**config.mk**
```make
export PLATFORM = sky130hd
export DESIGN_NAME = multicycle_ctrl_flat
export DESIGN_NICKNAME = d
export VERILOG_FILES = /design/src/rtl/multicycle_ctrl_if.sv /design/src/rtl/multicycle_ctrl.sv /design/src/flat_wrapper.sv
export SDC_FILE = /design/constraint.sdc
export NUM_CORES = 1
export LEC_CHECK = 0
export CORE_MARGIN = 2
export CORE_UTILIZATION = 52
export CTS_CLUSTER_SIZE = 10
export DETAILED_ROUTE_END_ITERATION = 7
export DONT_BUFFER_PORTS = 1
export PLACE_DENSITY = 0.71
export SETUP_SLACK_MARGIN = 0.3
export SLEW_MARGIN = 20
export SYNTH_ARGS = -nofsm -noshare
export SYNTH_HDL_FRONTEND = slang
export SYNTH_SLANG_ARGS = --single-unit
export TNS_END_PERCENT = 50
```
**constraint.sdc**
```tcl
create_clock -name clk -period 1.6 [get_ports clk]
set_clock_uncertainty 0.1 [all_clocks]
set_input_delay 0.32 -clock clk [delete_from_list [all_inputs] [get_ports clk]]
set_output_delay 0.32 -clock clk [all_outputs]
set_load 0.02 [all_outputs]
```
**src/rtl/multicycle_ctrl_if.sv**
```systemverilog
// Handshake and control bundle between the multi-cycle sequencer and the datapath/memories.
interface multicycle_ctrl_if #(
    parameter int CNT_W = 16
);
    logic [3:0]       opcode;
    logic [1:0]       tipo;
    logic             reg_write;
    logic             mem_to_reg;
    logic             mem_write;
    logic             branch;
    logic             zero;
    logic             imem_ready;
    logic             dmem_ready;
    logic             imem_req;
    logic             ir_we;
    logic             alu_en;
    logic             dmem_req;
    logic             dmem_we;
    logic             rf_we;
    logic             pc_we;
    logic             pc_src;
    logic [2:0]       state;
    logic [CNT_W-1:0] instr_count;
    logic             halted;
    logic             fault;

    modport master (
        input  opcode, tipo, reg_write, mem_to_reg, mem_write, branch, zero,
               imem_ready, dmem_ready,
        output imem_req, ir_we, alu_en, dmem_req, dmem_we, rf_we, pc_we, pc_src,
               state, instr_count, halted, fault
    );

    modport slave (
        output opcode, tipo, reg_write, mem_to_reg, mem_write, branch, zero,
               imem_ready, dmem_ready,
        input  imem_req, ir_we, alu_en, dmem_req, dmem_we, rf_we, pc_we, pc_src,
               state, instr_count, halted, fault
    );
endinterface

```
**src/rtl/multicycle_ctrl.sv**
```systemverilog
// Multi-cycle sequencer: FETCH/DECODE/EXEC/MEM/WB with halt, memory watchdog and retire counter.
// state  | meaning
// FETCH  | request instruction, load IR on imem_ready
// DECODE | latch decoder fields, detect halt opcode
// EXEC   | ALU cycle; branches retire here
// MEM    | data access; stores retire here
// WB     | register write-back and retire
// HALT   | parked until reset
// FAULT  | memory watchdog expired, parked until reset
module multicycle_ctrl #(
    parameter int         MEM_TIMEOUT = 15,
    parameter logic [3:0] HALT_OP     = 4'b1111,
    parameter int         CNT_W       = 16
) (
    input logic               clk,
    input logic               rst,
    multicycle_ctrl_if.master bus
);
    typedef enum logic [2:0] {
        S_FETCH  = 3'd0,
        S_DECODE = 3'd1,
        S_EXEC   = 3'd2,
        S_MEM    = 3'd3,
        S_WB     = 3'd4,
        S_HALT   = 3'd5,
        S_FAULT  = 3'd6
    } state_t;

    localparam int TMR_W = $clog2(MEM_TIMEOUT + 1);
    localparam logic [TMR_W-1:0] TMR_LIMIT = TMR_W'(MEM_TIMEOUT);

    state_t           state_q, state_d;
    logic [TMR_W-1:0] timer_q, timer_d;
    logic [CNT_W-1:0] count_q;
    logic [1:0]       tipo_l;
    logic             reg_write_l, mem_to_reg_l, mem_write_l, branch_l;
    logic             latch_dec;
    logic             imem_req, ir_we, alu_en, dmem_req, dmem_we, rf_we, pc_we, pc_src;
    logic             halted, fault;

    always_ff @(posedge clk) begin
        if (rst) begin
            state_q      <= S_FETCH;
            timer_q      <= '0;
            count_q      <= '0;
            tipo_l       <= '0;
            reg_write_l  <= 1'b0;
            mem_to_reg_l <= 1'b0;
            mem_write_l  <= 1'b0;
            branch_l     <= 1'b0;
        end else begin
            state_q <= state_d;
            timer_q <= timer_d;
            if (pc_we) begin
                count_q <= count_q + CNT_W'(1);
            end
            if (latch_dec) begin
                tipo_l       <= bus.tipo;
                reg_write_l  <= bus.reg_write;
                mem_to_reg_l <= bus.mem_to_reg;
                mem_write_l  <= bus.mem_write;
                branch_l     <= bus.branch;
            end
        end
    end

    always_comb begin
        state_d   = state_q;
        timer_d   = timer_q;
        latch_dec = 1'b0;
        imem_req  = 1'b0;
        ir_we     = 1'b0;
        alu_en    = 1'b0;
        dmem_req  = 1'b0;
        dmem_we   = 1'b0;
        rf_we     = 1'b0;
        pc_we     = 1'b0;
        pc_src    = 1'b0;
        halted    = 1'b0;
        fault     = 1'b0;
        case (state_q)
            S_FETCH: begin
                imem_req = 1'b1;
                if (bus.imem_ready) begin
                    ir_we   = 1'b1;
                    state_d = S_DECODE;
                end else if (timer_q == TMR_LIMIT) begin
                    state_d = S_FAULT;
                end else begin
                    timer_d = timer_q + TMR_W'(1);
                end
            end
            S_DECODE: begin
                latch_dec = 1'b1;
                state_d   = (bus.opcode == HALT_OP) ? S_HALT : S_EXEC;
            end
            S_EXEC: begin
                alu_en = 1'b1;
                case (tipo_l)
                    2'b00, 2'b01: state_d = S_WB;
                    2'b10:        state_d = S_MEM;
                    default: begin
                        pc_we   = 1'b1;
                        pc_src  = branch_l & bus.zero;
                        state_d = S_FETCH;
                    end
                endcase
            end
            S_MEM: begin
                dmem_req = 1'b1;
                dmem_we  = mem_write_l;
                if (bus.dmem_ready) begin
                    if (mem_to_reg_l) begin
                        state_d = S_WB;
                    end else begin
                        pc_we   = 1'b1;
                        state_d = S_FETCH;
                    end
                end else if (timer_q == TMR_LIMIT) begin
                    state_d = S_FAULT;
                end else begin
                    timer_d = timer_q + TMR_W'(1);
                end
            end
            S_WB: begin
                rf_we   = reg_write_l;
                pc_we   = 1'b1;
                state_d = S_FETCH;
            end
            S_HALT:  halted = 1'b1;
            S_FAULT: fault  = 1'b1;
            default: state_d = S_FAULT;
        endcase
        // Every state change restarts the watchdog, so it counts only the current wait.
        if (state_d != state_q) begin
            timer_d = '0;
        end
    end

    assign bus.imem_req    = imem_req & ~rst;
    assign bus.ir_we       = ir_we    & ~rst;
    assign bus.alu_en      = alu_en   & ~rst;
    assign bus.dmem_req    = dmem_req & ~rst;
    assign bus.dmem_we     = dmem_we  & ~rst;
    assign bus.rf_we       = rf_we    & ~rst;
    assign bus.pc_we       = pc_we    & ~rst;
    assign bus.pc_src      = pc_src   & ~rst;
    assign bus.halted      = halted   & ~rst;
    assign bus.fault       = fault    & ~rst;
    assign bus.state       = state_q;
    assign bus.instr_count = count_q;
endmodule

```
**src/flat_wrapper.sv**
```systemverilog
// flat-port wrapper written by rule: the top's interface ports become plain ports
module multicycle_ctrl_flat 
#(
    parameter int         MEM_TIMEOUT = 15,
    parameter logic [3:0] HALT_OP     = 4'b1111,
    parameter int         CNT_W       = 16
)
  (clk, rst, bus_opcode, bus_tipo, bus_reg_write, bus_mem_to_reg, bus_mem_write, bus_branch, bus_zero, bus_imem_ready, bus_dmem_ready, bus_imem_req, bus_ir_we, bus_alu_en, bus_dmem_req, bus_dmem_we, bus_rf_we, bus_pc_we, bus_pc_src, bus_state, bus_instr_count, bus_halted, bus_fault);
  multicycle_ctrl_if #(.CNT_W(CNT_W)) bus_i ();
  input logic clk;
  input logic rst;
  input wire logic [$bits(bus_i.opcode)-1:0] bus_opcode;
  input wire logic [$bits(bus_i.tipo)-1:0] bus_tipo;
  input wire logic [$bits(bus_i.reg_write)-1:0] bus_reg_write;
  input wire logic [$bits(bus_i.mem_to_reg)-1:0] bus_mem_to_reg;
  input wire logic [$bits(bus_i.mem_write)-1:0] bus_mem_write;
  input wire logic [$bits(bus_i.branch)-1:0] bus_branch;
  input wire logic [$bits(bus_i.zero)-1:0] bus_zero;
  input wire logic [$bits(bus_i.imem_ready)-1:0] bus_imem_ready;
  input wire logic [$bits(bus_i.dmem_ready)-1:0] bus_dmem_ready;
  output wire logic [$bits(bus_i.imem_req)-1:0] bus_imem_req;
  output wire logic [$bits(bus_i.ir_we)-1:0] bus_ir_we;
  output wire logic [$bits(bus_i.alu_en)-1:0] bus_alu_en;
  output wire logic [$bits(bus_i.dmem_req)-1:0] bus_dmem_req;
  output wire logic [$bits(bus_i.dmem_we)-1:0] bus_dmem_we;
  output wire logic [$bits(bus_i.rf_we)-1:0] bus_rf_we;
  output wire logic [$bits(bus_i.pc_we)-1:0] bus_pc_we;
  output wire logic [$bits(bus_i.pc_src)-1:0] bus_pc_src;
  output wire logic [$bits(bus_i.state)-1:0] bus_state;
  output wire logic [$bits(bus_i.instr_count)-1:0] bus_instr_count;
  output wire logic [$bits(bus_i.halted)-1:0] bus_halted;
  output wire logic [$bits(bus_i.fault)-1:0] bus_fault;
  assign bus_i.opcode = bus_opcode;
  assign bus_i.tipo = bus_tipo;
  assign bus_i.reg_write = bus_reg_write;
  assign bus_i.mem_to_reg = bus_mem_to_reg;
  assign bus_i.mem_write = bus_mem_write;
  assign bus_i.branch = bus_branch;
  assign bus_i.zero = bus_zero;
  assign bus_i.imem_ready = bus_imem_ready;
  assign bus_i.dmem_ready = bus_dmem_ready;
  assign bus_imem_req = bus_i.imem_req;
  assign bus_ir_we = bus_i.ir_we;
  assign bus_alu_en = bus_i.alu_en;
  assign bus_dmem_req = bus_i.dmem_req;
  assign bus_dmem_we = bus_i.dmem_we;
  assign bus_rf_we = bus_i.rf_we;
  assign bus_pc_we = bus_i.pc_we;
  assign bus_pc_src = bus_i.pc_src;
  assign bus_state = bus_i.state;
  assign bus_instr_count = bus_i.instr_count;
  assign bus_halted = bus_i.halted;
  assign bus_fault = bus_i.fault;
  multicycle_ctrl #(.MEM_TIMEOUT(MEM_TIMEOUT), .HALT_OP(HALT_OP), .CNT_W(CNT_W)) u_core (.clk(clk), .rst(rst), .bus(bus_i));
endmodule
```
Word-level counts from Yosys, hierarchy flattened
Cells that the tools add are included.
- register bits: 29
- bits of input ports: 15
- logic and storage cells: 70
- add/subtract/negate cells: 2
- equal/unequal tests: 13
- multiplexer cells: 27
- bitwise gates (word level): 12
- reduce and logical (&&, ||, !) cells: 8
- operators by type and width (operator ; number):
    3-bit case mux with 6 select lines ; 1
    16-bit by 1-bit adder with 16-bit output, second input constant ; 1
    1-bit 2-to-1 mux ; 15
    3-bit 2-to-1 mux ; 5
    4-bit 2-to-1 mux ; 3
    1-bit AND ; 11
    3-bit equality test, second input constant ; 3
    4-bit equality test, second input constant ; 2
    4-bit case mux with 2 select lines ; 1
    3-bit by 2-bit equality test with 1-bit output, second input constant ; 2
    3-bit case mux with 2 select lines ; 1
    2-bit OR reduction ; 3
    4-bit by 1-bit adder with 4-bit output, second input constant ; 1
    2-bit inequality test, second input constant ; 2
    3-bit by 1-bit equality test with 1-bit output, second input constant ; 1
    3-bit zero test ; 1
    3-bit inequality test ; 1
    1-bit case mux with 3 select lines ; 1
    3-bit AND reduction ; 1
    3-bit OR reduction ; 1
    2-bit by 1-bit equality test with 1-bit output, second input constant ; 1
    2-bit equality test, second input constant ; 1
    2-bit zero test ; 1
    2-bit nonzero test ; 1
    1-bit inverter ; 1

Depth between registers and ports, before layout
Gate-level depths: netlist (run 1).
- depth after elaboration: 6
- gate-level depth with buffers: 7
- depth with buffers taken out: 6

Least setup slack after synthesis (run 1)
No wires, ideal clock.
- kind: reg-to-output
- from: register u_core.state_q[2] (netlist: u_core.bus.state[2])
- to: output port bus_ir_we
- arrival time: 1807 ps
- required time: 1180 ps
- slack: -627 ps
- cell stages (with the launch flop): 5
- cells stage by stage: dfxtp_1 buf_6 buf_2 nor4_1 and2_1
- longest elaborated chain between the ends: 3
- ends and longest elaborated chain (element ; line ; text):
    from (decl) ; multicycle_ctrl.sv:32 ; state_t state_q, state_d;
    from (signal assigned) ; multicycle_ctrl.sv:52 ; state_q <= state_d;
    3-bit zero test ; multicycle_ctrl.sv:81 ; case (state_q)
    1-bit 2-to-1 mux ; multicycle_ctrl.sv:81 ;
    1-bit AND ; multicycle_ctrl.sv:141 ; assign bus.ir_we = ir_we & ~rst;
    to (decl) ; flat_wrapper.sv:22 ; output wire logic [$bits(bus_i.ir_we)-1:0] bus_ir_we;
No other way between the ends.

Worst setup path in the final report (run 1)
- from: register u_core.state_q[2] (netlist: u_core.bus.state[2])
- to: output port bus_dmem_we
- longest elaborated chain between the ends: 3
- ends and longest elaborated chain (element ; line ; text):
    3-bit by 2-bit equality test with 1-bit output ; multicycle_ctrl.sv:81 ;
    1-bit 2-to-1 mux ; multicycle_ctrl.sv:81 ;
    1-bit AND ; multicycle_ctrl.sv:144 ; assign bus.dmem_we = dmem_we & ~rst;
    to (decl) ; flat_wrapper.sv:25 ; output wire logic [$bits(bus_i.dmem_we)-1:0] bus_dmem_we;
No other way between the ends.

==> out/metrics.yaml, run 1 <==
global_routing:
  track_usage_pct: 30.3
  grt_pass1_vias: 1797
  antenna_found_initial: 0
  grt_max_degree: 24
  grt_pass1_wl_mm: 8.03
  gr-total-overflow: 0
cts:
  cts.clk_slew.worst_paths_ps: 110
  clock_latency_ps: 350
  cts_root_buf: "clkbuf_4"
  clock_sinks: 29
  cts-htree-levels: 2
  cts_tree: "done"
  cts_buffers: 5
  clk_path_buf_depth: 2
die:
  core_area_um2: 3030
  die_area_um2: 3610
  die_w_um: 60.1
  num_io_pins: 44
  rows: 20
  fp.dieH_um: 60.1
  start_util_pct: 54.0
run:
  drv_cap: 0
logic_synthesis:
  syn-cell-area_um2: 1640
  yosysUniqueCellTypes: 50
  synth-edff-count: 0
  netlist.area_leader.share_pct: 35.5
  synth_ff_type: "dfxtp_1"
  yosysTopAreaCell: "dfxtp_1"
  yosys_warnings: 0
  synth_fp_nets: 208
  async_reset_ff_share_pct: 0
  yosys.area_share.xor_xnor_pct: 6.96
  syn_inst: 191
  synth_area_per_cell_um2: 8.56
  synth_top_family_by_area: "simple AND/OR/NAND/NOR gates"
  ys_seq_area_share_pct: 35.5
  synth_seq_cells: 29
  synthSimpleGateAreaFrac_pct: 31.7
  synthAdderAreaFrac_pct: 1.53
  muxShareOfSynthArea_pct: 4.97
  synth_compound_area_share_pct: 15.9
  ys_top_cells_by_area: "dfxtp_1, nor2_1, a21oi_1, mux2i_1, xnor2_1"
worst_setup_path:
  cp.arrival_ps: 1430
  reg2reg_from: "u_core.bus.state[0]$_SDFF_PP0_"
  crit_path_top_delay_cell: "dfxtp_4"
  crit_required_ps: 1180
  start_kind: "flop"
  crit_path_end_kind: "primary output"
  max_stage_delay_ps: 400
  setup.worst_path.start: "u_core.bus.state[2]$_SDFF_PP0_"
  crit_fanout: 7
  crit_chain: "buf_6 > nand2b_4 > buf_4 > nor2_4 > and2_4"
  critPathBufInv: 2
  worstSetupPathType: "flop to primary output"
  path_delay_family: "simple AND/OR/NAND/NOR gates"
drt:
  drt_pass1_iterations: 4
  dr.first_iter.drc_count: 120
  vias_per_cell: 6.00
  vias: 1811
  drc: 0
  final_antenna_net_count: 0
  wl_per_cell_um: 18.4
  wl_mm: 5.54
sta:
  max-slew-margin-rel_pct: 39.4
  tightest_slew_ps: 908
  setup_viol: 30
  hold_ws_ps: 31.4
  min_period_ps: 1850
  maxSlewViolCount: 0
  worst_slack_ps: -253
  fmax_mhz: 540
  rsz0062_at_grt: "yes"
  period_share_pct: 116
  finalHoldViolations: 0
min_path:
  hold_start: "rst"
  hold_class: "input port to flop"
cells_and_area:
  antenna_cells: 0
  layout_commonest_cell: "buf_4"
  drive_above_1_share_pct: 50.0
  area_growth_pct: 58.6
  nets: 274
  mostFrequentLayoutCells: "buf_4, nor2_1, dfxtp_1, buf_6, nand2_1"
  final_util_pct: 85.7
place:
  portBuffers: 0
  dp_hpwl_mm: 3.28
  place.gp.congestion: 0.827
power_and_ir_drop:
  fin_total_pwr_mw: 1.61
  ir_drop_v: 0.000458
  power.density_nw_per_um2: 622
  p_leak_nw: 1.03
status:
  violations: "setup timing"
  outcome: "complete, but fails checks"
[flip-flops by register name, indices dropped and copies added (netlist names)]
name,count
u_core.branch_l,1
u_core.bus.instr_count,16
u_core.bus.state,3
u_core.mem_to_reg_l,1
u_core.mem_write_l,1
u_core.reg_write_l,1
u_core.timer_q,4
u_core.tipo_l,2
[cell type report]
class / count / area (um^2)
multi-input combinational: 152 / 1270
timing repair buffer: 67 / 611
sequential: 29 / 596
fill: 163 / 434
tap: 44 / 55.1
clock buffer: 5 / 37.5
clock inverter: 3 / 12.5
inverter: 2 / 12.5
[final timing paths]
check / endpoint / slack [ps] / cells after the start
max: bus_dmem_we / -250 / 5
min: u_core.bus.instr_count[8]$_SDFFE_PP0P_ / 30 / 2
max reg2reg: u_core.bus.instr_count[10]$_SDFFE_PP0P_ / -210 / 6
min reg2reg: u_core.mem_write_l$_SDFFE_PP0P_ / 410 / 2
[cell families after synthesis]
group           count (synthesis)
simple gates                   92
mux                             8
buf+inv                        10
fa+ha+maj                       2
compound gates                 37
flops                          29
xor+xnor                       13
[per-stage QoR]
stage,TNS [ps],std cells,setup slack (ps),area (um^2)
floorplan,-1410,191,-180,1760
global placement,-438,282,-93.5,2170
detailed placement,-951,282,-184,2170
CTS,-4370,301,-254,2450
global route,-6760,302,-306,2590
finish,-4580,302,-253,2590
[cell usage after synthesis, types with 3 or more instances]
cell type,number
nor2_1,30
dfxtp_1,29
a21oi_1,15
nand2_1,13
mux2i_1,7
nand3_1,7
xnor2_1,7
xor2_1,6
nand4_1,5
o21ai_0,5
nand2b_1,4
nor3_1,4
a211oi_1,3
buf_2,3
nor2b_1,3
nor4_1,3
o2111ai_1,3
or4_1,3
[power breakdown]
| group | internal (mW) | switching, mW | leakage, nW |
|---|---|---|---|
| Sequential | 0.742 | 0.0273 | 0.238 |
| Clock | 0.158 | 0.267 | 0.0300 |
| Combinational | 0.208 | 0.212 | 0.763 |
| Total | 1.11 | 0.506 | 1.03 |
[per-layer routing]
| layer | up-vias | wire (um) | global-route usage (%) | share of wire, % |
|---|---|---|---|---|
| met5 | - | 0 | 0 | 0 |
| met4 | 0 | 144 | 11.7 | 2.6 |
| met3 | 23 | 436 | 9.31 | 7.9 |
| met2 | 93 | 2950 | 55.3 | 53 |
| met1 | 865 | 2010 | 32.1 | 36 |
| li1 | 830 | - | - | - |
[repair_timing]
item | in CTS | in global routing
hold buffers | 1 | 0
endpoints found under the hold margin | 23 | 0
setup buffers | 10 | 1
gates cloned | 0 | 0
pin swaps | 15 | 10
setup endpoints to repair | 49 | 54
gates resized for setup | 30 | 32
Power figures use the tool's default switching activity.
==> inputs of run 2 (changes only) <==
--- a/config.mk
+++ b/config.mk
@@ -5,12 +5,15 @@
 export SDC_FILE = /design/constraint.sdc
 export NUM_CORES = 1
 export LEC_CHECK = 0
+export CELL_PAD_IN_SITES_DETAIL_PLACEMENT = 1
+export CELL_PAD_IN_SITES_GLOBAL_PLACEMENT = 1
 export CORE_MARGIN = 2
-export CORE_UTILIZATION = 52
+export CORE_UTILIZATION = 41
 export CTS_CLUSTER_SIZE = 10
 export DETAILED_ROUTE_END_ITERATION = 7
 export DONT_BUFFER_PORTS = 1
-export PLACE_DENSITY = 0.71
+export HOLD_SLACK_MARGIN = 0.15
+export PLACE_DENSITY = 0.75
 export SETUP_SLACK_MARGIN = 0.3
 export SLEW_MARGIN = 20
 export SYNTH_ARGS = -nofsm -noshare
==> run 2 against run 1 <==
The flow now stops in 5_1_grt. Synthesized area stayed put. Synthesized cell count unchanged.
==> out/metrics.yaml, run 2 <==
logic_synthesis:
  netlist_top_cells_count: "nor2_1, dfxtp_1, a21oi_1"
  yosys_warnings: 0
  synth_area_per_cell_um2: 8.56
  async_reset_ff_share_pct: 0
  netlist.area_leader.share_pct: 35.5
  ys_seq_area_share_pct: 35.5
  synth.most_common_cell: "nor2_1"
  synth_fp_nets: 208
  yosysUniqueCellTypes: 50
  synth_seq_cells: 29
  syn-cell-area_um2: 1640
  ys_top_cells_by_area: "dfxtp_1, nor2_1, a21oi_1, mux2i_1, xnor2_1"
  synth_ff_type: "dfxtp_1"
  yosysTopAreaCell: "dfxtp_1"
  syn_inst: 191
  synth-edff-count: 0
status:
  lastStage: "5_1_grt"
  tool.error: "[ERROR GRT-0232] Routing congestion too high. Check the congestion heatmap in the GUI."
  outcome: "aborted with a tool error"
sta:
  worstEndpointType: "top-level output"
  grt-worst-endpoint: "bus_rf_we"
global_routing:
  grt_max_degree: 25
  gr-total-overflow: 43
  antenna_found_initial: 1
  track_usage_pct: 69.8
cts:
  clock_sinks: 29
  cts_buffers: 5
  cts-htree-levels: 2
  cts_root_buf: "clkbuf_8"
  clk_path_buf_depth: 2
place:
  dp_cells: 290
  portBuffers: 0
  place.gp.congestion: 0.885
  dp_hpwl_mm: 3.84
die:
  fp.dieH_um: 67.2
  num_io_pins: 44
  die_w_um: 67.2
  start_util_pct: 43.7
  rows: 22
run 2: cells by family after synthesis:
group / count (synthesis) / share of synthesized area, %
and+or+nand+nor: 92 / 31.7
AOI/OAI and AO/OA: 37 / 15.9
DFF: 29 / 35.5
xor gates and xnor gates: 13 / 6.96
buffers and inverters: 10 / 3.44
muxes: 8 / 4.97
adders and majority gates: 2 / 1.53
run 2: stage by stage:
stage	utilization [%]	hold slack [ps]	instance area (um^2)	worst slack (ps)
3_5_place_dp	58.9	291	2200	-186
2_1_floorplan	-	352	1760	-180
3_3_place_gp	58.9	287	2200	-116
4_1_cts	70.1	151	2620	-235
run 2: routing by layer:
layer | global-route usage, % | overflow
met1 | 70.1 | 1
met2 | 89.5 | 24
met3 | 44.8 | 0
met4 | 80.1 | 18
met5 | 3.75 | 0
run 2: timing repair:
item,4_1_cts
hold buffers,6
pin swaps,24
setup endpoints to repair,46
setup buffers,11
gates resized for setup,43
hold endpoints to repair,24
==> inputs of run 3 (changes only) <==
==> config.mk (replaced) <==
export PLATFORM = sky130hd
export DESIGN_NAME = multicycle_ctrl_flat
export DESIGN_NICKNAME = d
export VERILOG_FILES = /design/src/rtl/multicycle_ctrl_if.sv /design/src/rtl/multicycle_ctrl.sv /design/src/flat_wrapper.sv
export SDC_FILE = /design/constraint.sdc
export NUM_CORES = 1
export LEC_CHECK = 0
export CORE_MARGIN = 2
export CORE_UTILIZATION = 37
export DETAILED_ROUTE_END_ITERATION = 7
export DONT_BUFFER_PORTS = 1
export PLACE_DENSITY_LB_ADDON = 0.15
export SLEW_MARGIN = 20
export SYNTH_ARGS = -nofsm -noshare
export SYNTH_HDL_FRONTEND = slang
export SYNTH_SLANG_ARGS = --single-unit
export TNS_END_PERCENT = 50
==> constraint.sdc (replaced) <==
create_clock -name clk -period 2.08 [get_ports clk]
set_clock_uncertainty 0.1 [all_clocks]
set_input_delay 0.416 -clock clk [delete_from_list [all_inputs] [get_ports clk]]
set_output_delay 0.416 -clock clk [all_outputs]
set_load 0.02 [all_outputs]
==> run 3 against run 2 <==
The run now ends clean.
==> out/metrics.yaml, run 3 (same netlist as run 1, synthesis figures left out) <==
run:
  drv_cap: 0
drt:
  drt_pass1_iterations: 6
  drc: 0
  final_antenna_net_count: 0
  dr.first_iter.drc_count: 113
  wl_mm: 4.08
  vias_per_cell: 5.56
  vias: 1539
  wl_per_cell_um: 14.7
cells_and_area:
  area_growth_pct: 26.8
  antenna_cells: 0
  final_util_pct: 48.3
  n_fill_cell: 443
  drive_above_1_share_pct: 26.2
  largest_reg_flops: 16
  nets: 241
  design_area_um2: 2070
  layout_commonest_cell: "buf_4"
  mostFrequentLayoutCells: "buf_4, nor2_1, dfxtp_1, a21oi_1, nand2_1"
worst_setup_path:
  crit_required_ps: 1560
  reg2reg_from: "u_core.bus.state[0]$_SDFF_PP0_"
  critPathBufInv: 1
  path_delay_family: "simple AND/OR/NAND/NOR gates"
  crit_chain: "buf_4 > nor4_2 > and2_1"
  setup.worst_path.start: "u_core.bus.state[1]$_SDFF_PP0_"
  cp.arrival_ps: 1430
  crit_path_top_delay_cell: "dfxtp_2"
  crit_path_end_kind: "primary output"
  worstSetupPathType: "flop to primary output"
  max_stage_delay_ps: 410
  crit_fanout: 13
  start_kind: "flop"
cts:
  cts_root_buf: "clkbuf_8"
  cts_buffers: 5
  cts-htree-levels: 2
  clock_latency_ps: 280
  cts_tree: "done"
  cts.clk_slew.worst_paths_ps: 60
  clk_path_buf_depth: 2
  clock_sinks: 29
sta:
  max-slew-margin-rel_pct: 71.5
  finalHoldViolations: 0
  rsz0062_at_grt: "no"
  maxSlewViolCount: 0
  setup_viol: 0
  fmax_mhz: 514
  min_period_ps: 1950
  tightest_slew_ps: 423
  period_share_pct: 93.6
  hold_ws_ps: 95.7
power_and_ir_drop:
  seqPwrFrac_pct: 40.6
  p_int_mw: 1.13
  power.density_nw_per_um2: 708
  ir_drop_v: 0.000430
  switchingPower_mw: 0.335
  p_clk_share_pct: 47.0
  combPwrFrac_pct: 12.4
  p_leak_nw: 0.826
  p_sw_share_pct: 22.8
  fin_total_pwr_mw: 1.47
global_routing:
  grt_pass1_vias: 1554
  grt_pass1_wl_mm: 7.07
  antenna_found_initial: 0
  track_usage_pct: 17.7
  gr-total-overflow: 0
  grt_max_degree: 34
die:
  die_w_um: 70.5
  rows: 24
  num_io_pins: 44
  die_area_um2: 4970
  core_area_um2: 4290
  fp.dieH_um: 70.5
  start_util_pct: 38.1
place:
  place.gp.congestion: 0.870
  dp_hpwl_mm: 3.08
  placed_cell_area_um2: 1870
  portBuffers: 0
status:
  outcome: "finished, final reports clean"
min_path:
  hold_start: "rst"
  hold_class: "input port to flop"
run 3: final cells by class:
type	instances	area, um^2	share of cell area (%)
Clock buffer	5	68.8	3.32
Clock inverter	3	65.1	3.14
Inverter	2	7.51	0.362
Multi-Input combinational cell	152	1020	49.3
Sequential cell	29	589	28.4
Tap cell	52	65.1	3.14
Timing Repair Buffer	34	255	12.3
run 3: routing by layer:
metal	vias to the layer above	part of all wire, %	track usage, %
met1	711	41	19.6
met3	14	6.6	6.06
met5	-	0	0
met4	0	2.8	7.69
met2	55	49	30.4
li1	759	-	-
run 3: what timing repair did:
action                     in CTS  in global routing
pin swaps                       1                  3
resized for setup               5                  3
hold buffers                    0                  0
buffers inserted                1                  5
setup endpoints to repair       3                  2
run 3: power groups by stage:
stage | clock network (mW) | logic, mW | registers (mW)
2_1_floorplan | 0 | 0.131 | 0.604
3_3_place_gp | 0 | 0.165 | 0.607
3_5_place_dp | 0 | 0.167 | 0.609
4_1_cts | 0.707 | 0.169 | 0.598
5_1_grt | 0.743 | 0.200 | 0.599
6_report | 0.690 | 0.182 | 0.596
run 3: stage by stage:
step	worst slack [ps]	instances	TNS (ps)
2_1_floorplan	-54.8	191	-54.8
3_3_place_gp	108	263	0
3_5_place_dp	61.1	263	0
4_1_cts	12.0	272	0
5_1_grt	3.25	277	0
6_report	133	277	0
run 3: worst paths after layout:
check | endpoint | slack, ps | cells after the start
worst max register to register | u_core.bus.instr_count[15]$_SDFFE_PP0P_ | 220 | 6
worst min register to register | u_core.mem_write_l$_SDFFE_PP0P_ | 390 | 2
worst max-delay path | bus_ir_we | 130 | 3
worst min-delay path | u_core.bus.state[2]$_SDFF_PP0_ | 100 | 1
==> inputs of run 4 (changes only) <==
==> constraint.sdc (replaced) <==
create_clock -name clk -period 2.08 [get_ports clk]
set_clock_uncertainty 0.1 [all_clocks]
set_input_delay 0.416 -clock clk [delete_from_list [all_inputs] [get_ports clk]]
set_output_delay 0.416 -clock clk [all_outputs]
set_load 0.005 [all_outputs]
==> run 4 against run 3 <==
Wire length shrank 6.7%. Die area did not move. Combinational power shrank 25%. First-iteration DRC count is 28% lower. Cell area down 11%. Largest power group is now registers. Sequential share of layout area is 3.4 points higher. Critical path depth stayed put. Via count fell by 7.5%. Worst setup slack got worse by 2.0 ps. Clock power is 26% lower. Critical path type unchanged. Sequential power about the same.
==> out/metrics.yaml, run 4 (same netlist as run 1, synthesis figures left out) <==
sta:
  fmax_mhz: 513
  tns_ps: 0
  rsz0062_at_grt: "no"
  finalHoldViolations: 0
  maxSlewViolCount: 0
  tightest_slew_ps: 514
  min_period_ps: 1950
  period_share_pct: 93.7
  max-slew-margin-rel_pct: 65.7
  setup_viol: 0
worst_setup_path:
  crit_fanout: 14
  path_delay_family: "simple AND/OR/NAND/NOR gates"
  critPathBufInv: 1
  crit_path_end_kind: "primary output"
  cp.arrival_ps: 1430
  reg2reg_from: "u_core.bus.state[2]$_SDFF_PP0_"
  worstReg2RegEnd: "u_core.timer_q[0]$_SDFFE_PP0P_"
  reg2reg_slack_ps: 150
  r2r_cells: 6
  crit_path_top_delay_cell: "dfxtp_2"
  worstSetupPathType: "flop to primary output"
  crit_chain: "buf_4 > nor4_1 > and2_1"
  start_kind: "flop"
  max_stage_delay_ps: 410
  crit_required_ps: 1560
run:
  drv_cap: 0
power_and_ir_drop:
  combPwrFrac_pct: 10.9
  p_int_mw: 0.934
  switchingPower_mw: 0.314
  p_clk_share_pct: 41.1
  ir_drop_v: 0.000336
  power.density_nw_per_um2: 676
  seqPwrFrac_pct: 47.9
  p_sw_share_pct: 25.1
  p_leak_nw: 0.664
global_routing:
  grt_pass1_vias: 1404
  track_usage_pct: 16.7
  gr-total-overflow: 0
  antenna_found_initial: 0
  grt_pass1_wl_mm: 6.71
  grt_max_degree: 34
die:
  num_io_pins: 44
  die_area_um2: 4970
  die_w_um: 70.5
  fp.dieH_um: 70.5
  core_area_um2: 4290
  start_util_pct: 38.1
  rows: 24
place:
  place.gp.congestion: 0.816
  dp_cells: 243
  dp_hpwl_mm: 2.82
  portBuffers: 0
min_path:
  hold_start: "rst"
  min_to: "u_core.bus.state[1]$_SDFF_PP0_"
  hold_class: "input port to flop"
  hold_depth: 1
cells_and_area:
  n_fill_cell: 449
  antenna_cells: 0
  mostFrequentLayoutCells: "nor2_1, dfxtp_1, a21oi_1, nand2_1, buf_4"
  nets: 216
  largest_reg_flops: 16
  drive_above_1_share_pct: 16.0
  area_growth_pct: 12.9
  fin_cells: 252
  layout_commonest_cell: "nor2_1"
drt:
  top_layer: "met4"
  drc: 0
  wl_per_cell_um: 15.1
  wl_met3_um: 247
  drt-met1-wl_mm: 1.63
  dr_wl_met2_mm: 1.89
  vias: 1424
  dr.first_iter.drc_count: 81
  drt_pass1_iterations: 4
  wl_mm: 3.81
  vias_per_cell: 5.65
  final_antenna_net_count: 0
status:
  outcome: "finished, final reports clean"
cts:
  cts_root_buf: "clkbuf_8"
  clock_latency_ps: 280
  clock_sinks: 29
  cts-htree-levels: 2
  clk_path_buf_depth: 2
  cts_buffers: 5
  cts_tree: "done"
  cts.clk_slew.worst_paths_ps: 60
-- run 4: power groups by stage --
| stage | logic [mW] | registers [mW] | clock network (mW) |
|---|---|---|---|
| 2_1_floorplan | 0.122 | 0.598 | 0 |
| 3_3_place_gp | 0.133 | 0.608 | 0 |
| 3_5_place_dp | 0.135 | 0.608 | 0 |
| 4_1_cts | 0.135 | 0.597 | 0.526 |
| 5_1_grt | 0.152 | 0.601 | 0.559 |
| 6_report | 0.136 | 0.598 | 0.513 |
-- run 4: metrics by stage --
stage | instance area [um^2] | power, mW | hold WS, ps | utilization (%) | setup WS [ps]
global route | 1850 | 1.31 | 83.6 | 43.0 | 2.49
floorplan | 1640 | 0.720 | 352 | - | 324
CTS | 1830 | 1.26 | 87.7 | 42.6 | 0.797
finish | 1850 | 1.25 | 100 | 43.0 | 131
global placement | 1720 | 0.741 | 366 | 40.2 | 199
detailed placement | 1720 | 0.743 | 383 | 40.2 | 160
-- run 4: area by class of cell --
class | instances | area (um^2) | share of cell area [%]
clock buffers | 7 | 96.3 | 5.22
clock inverters | 1 | 5.00 | 0.271
inverters | 2 | 7.51 | 0.407
multi-input cells | 152 | 1000 | 54.4
flip-flops and latches | 29 | 587 | 31.8
well taps | 52 | 65.1 | 3.53
repair buffers | 9 | 80.1 | 4.34
-- run 4: what timing repair did --
action	in CTS	in global routing
gates resized for setup	2	3
pin swaps	0	2
cloned	0	0
buffers inserted	0	1
endpoints found under the setup margin	1	2
hold buffers	0	0
-- run 4: how the worst max path moves through the flow --
stage                                   start                              to  slack, ps  cells after the start
3_3_place_gp   u_core.bus.state[1]$_SDFF_PP0_  u_core.timer_q[2]$_SDFFE_PP0P_        200                      5
4_1_cts        u_core.bus.state[2]$_SDFF_PP0_                       bus_pc_we        0.8                      5
6_report       u_core.bus.state[1]$_SDFF_PP0_                       bus_ir_we        130                      3
3_5_place_dp   u_core.bus.state[2]$_SDFF_PP0_  u_core.timer_q[0]$_SDFFE_PP0P_        160                      6
2_1_floorplan  u_core.bus.state[2]$_SDFF_PP0_  u_core.timer_q[2]$_SDFFE_PP0P_        320                      6
5_1_grt        u_core.bus.state[1]$_SDFF_PP0_                       bus_ir_we          2                      3
-- run 4: per-layer routing --
| metal | vias up | track usage, % |
|---|---|---|
| met2 | 32 | 28.1 |
| met5 | - | 0 |
| li1 | 709 | - |
| met4 | 0 | 4.91 |
| met3 | 4 | 6.20 |
| met1 | 679 | 19.6 |
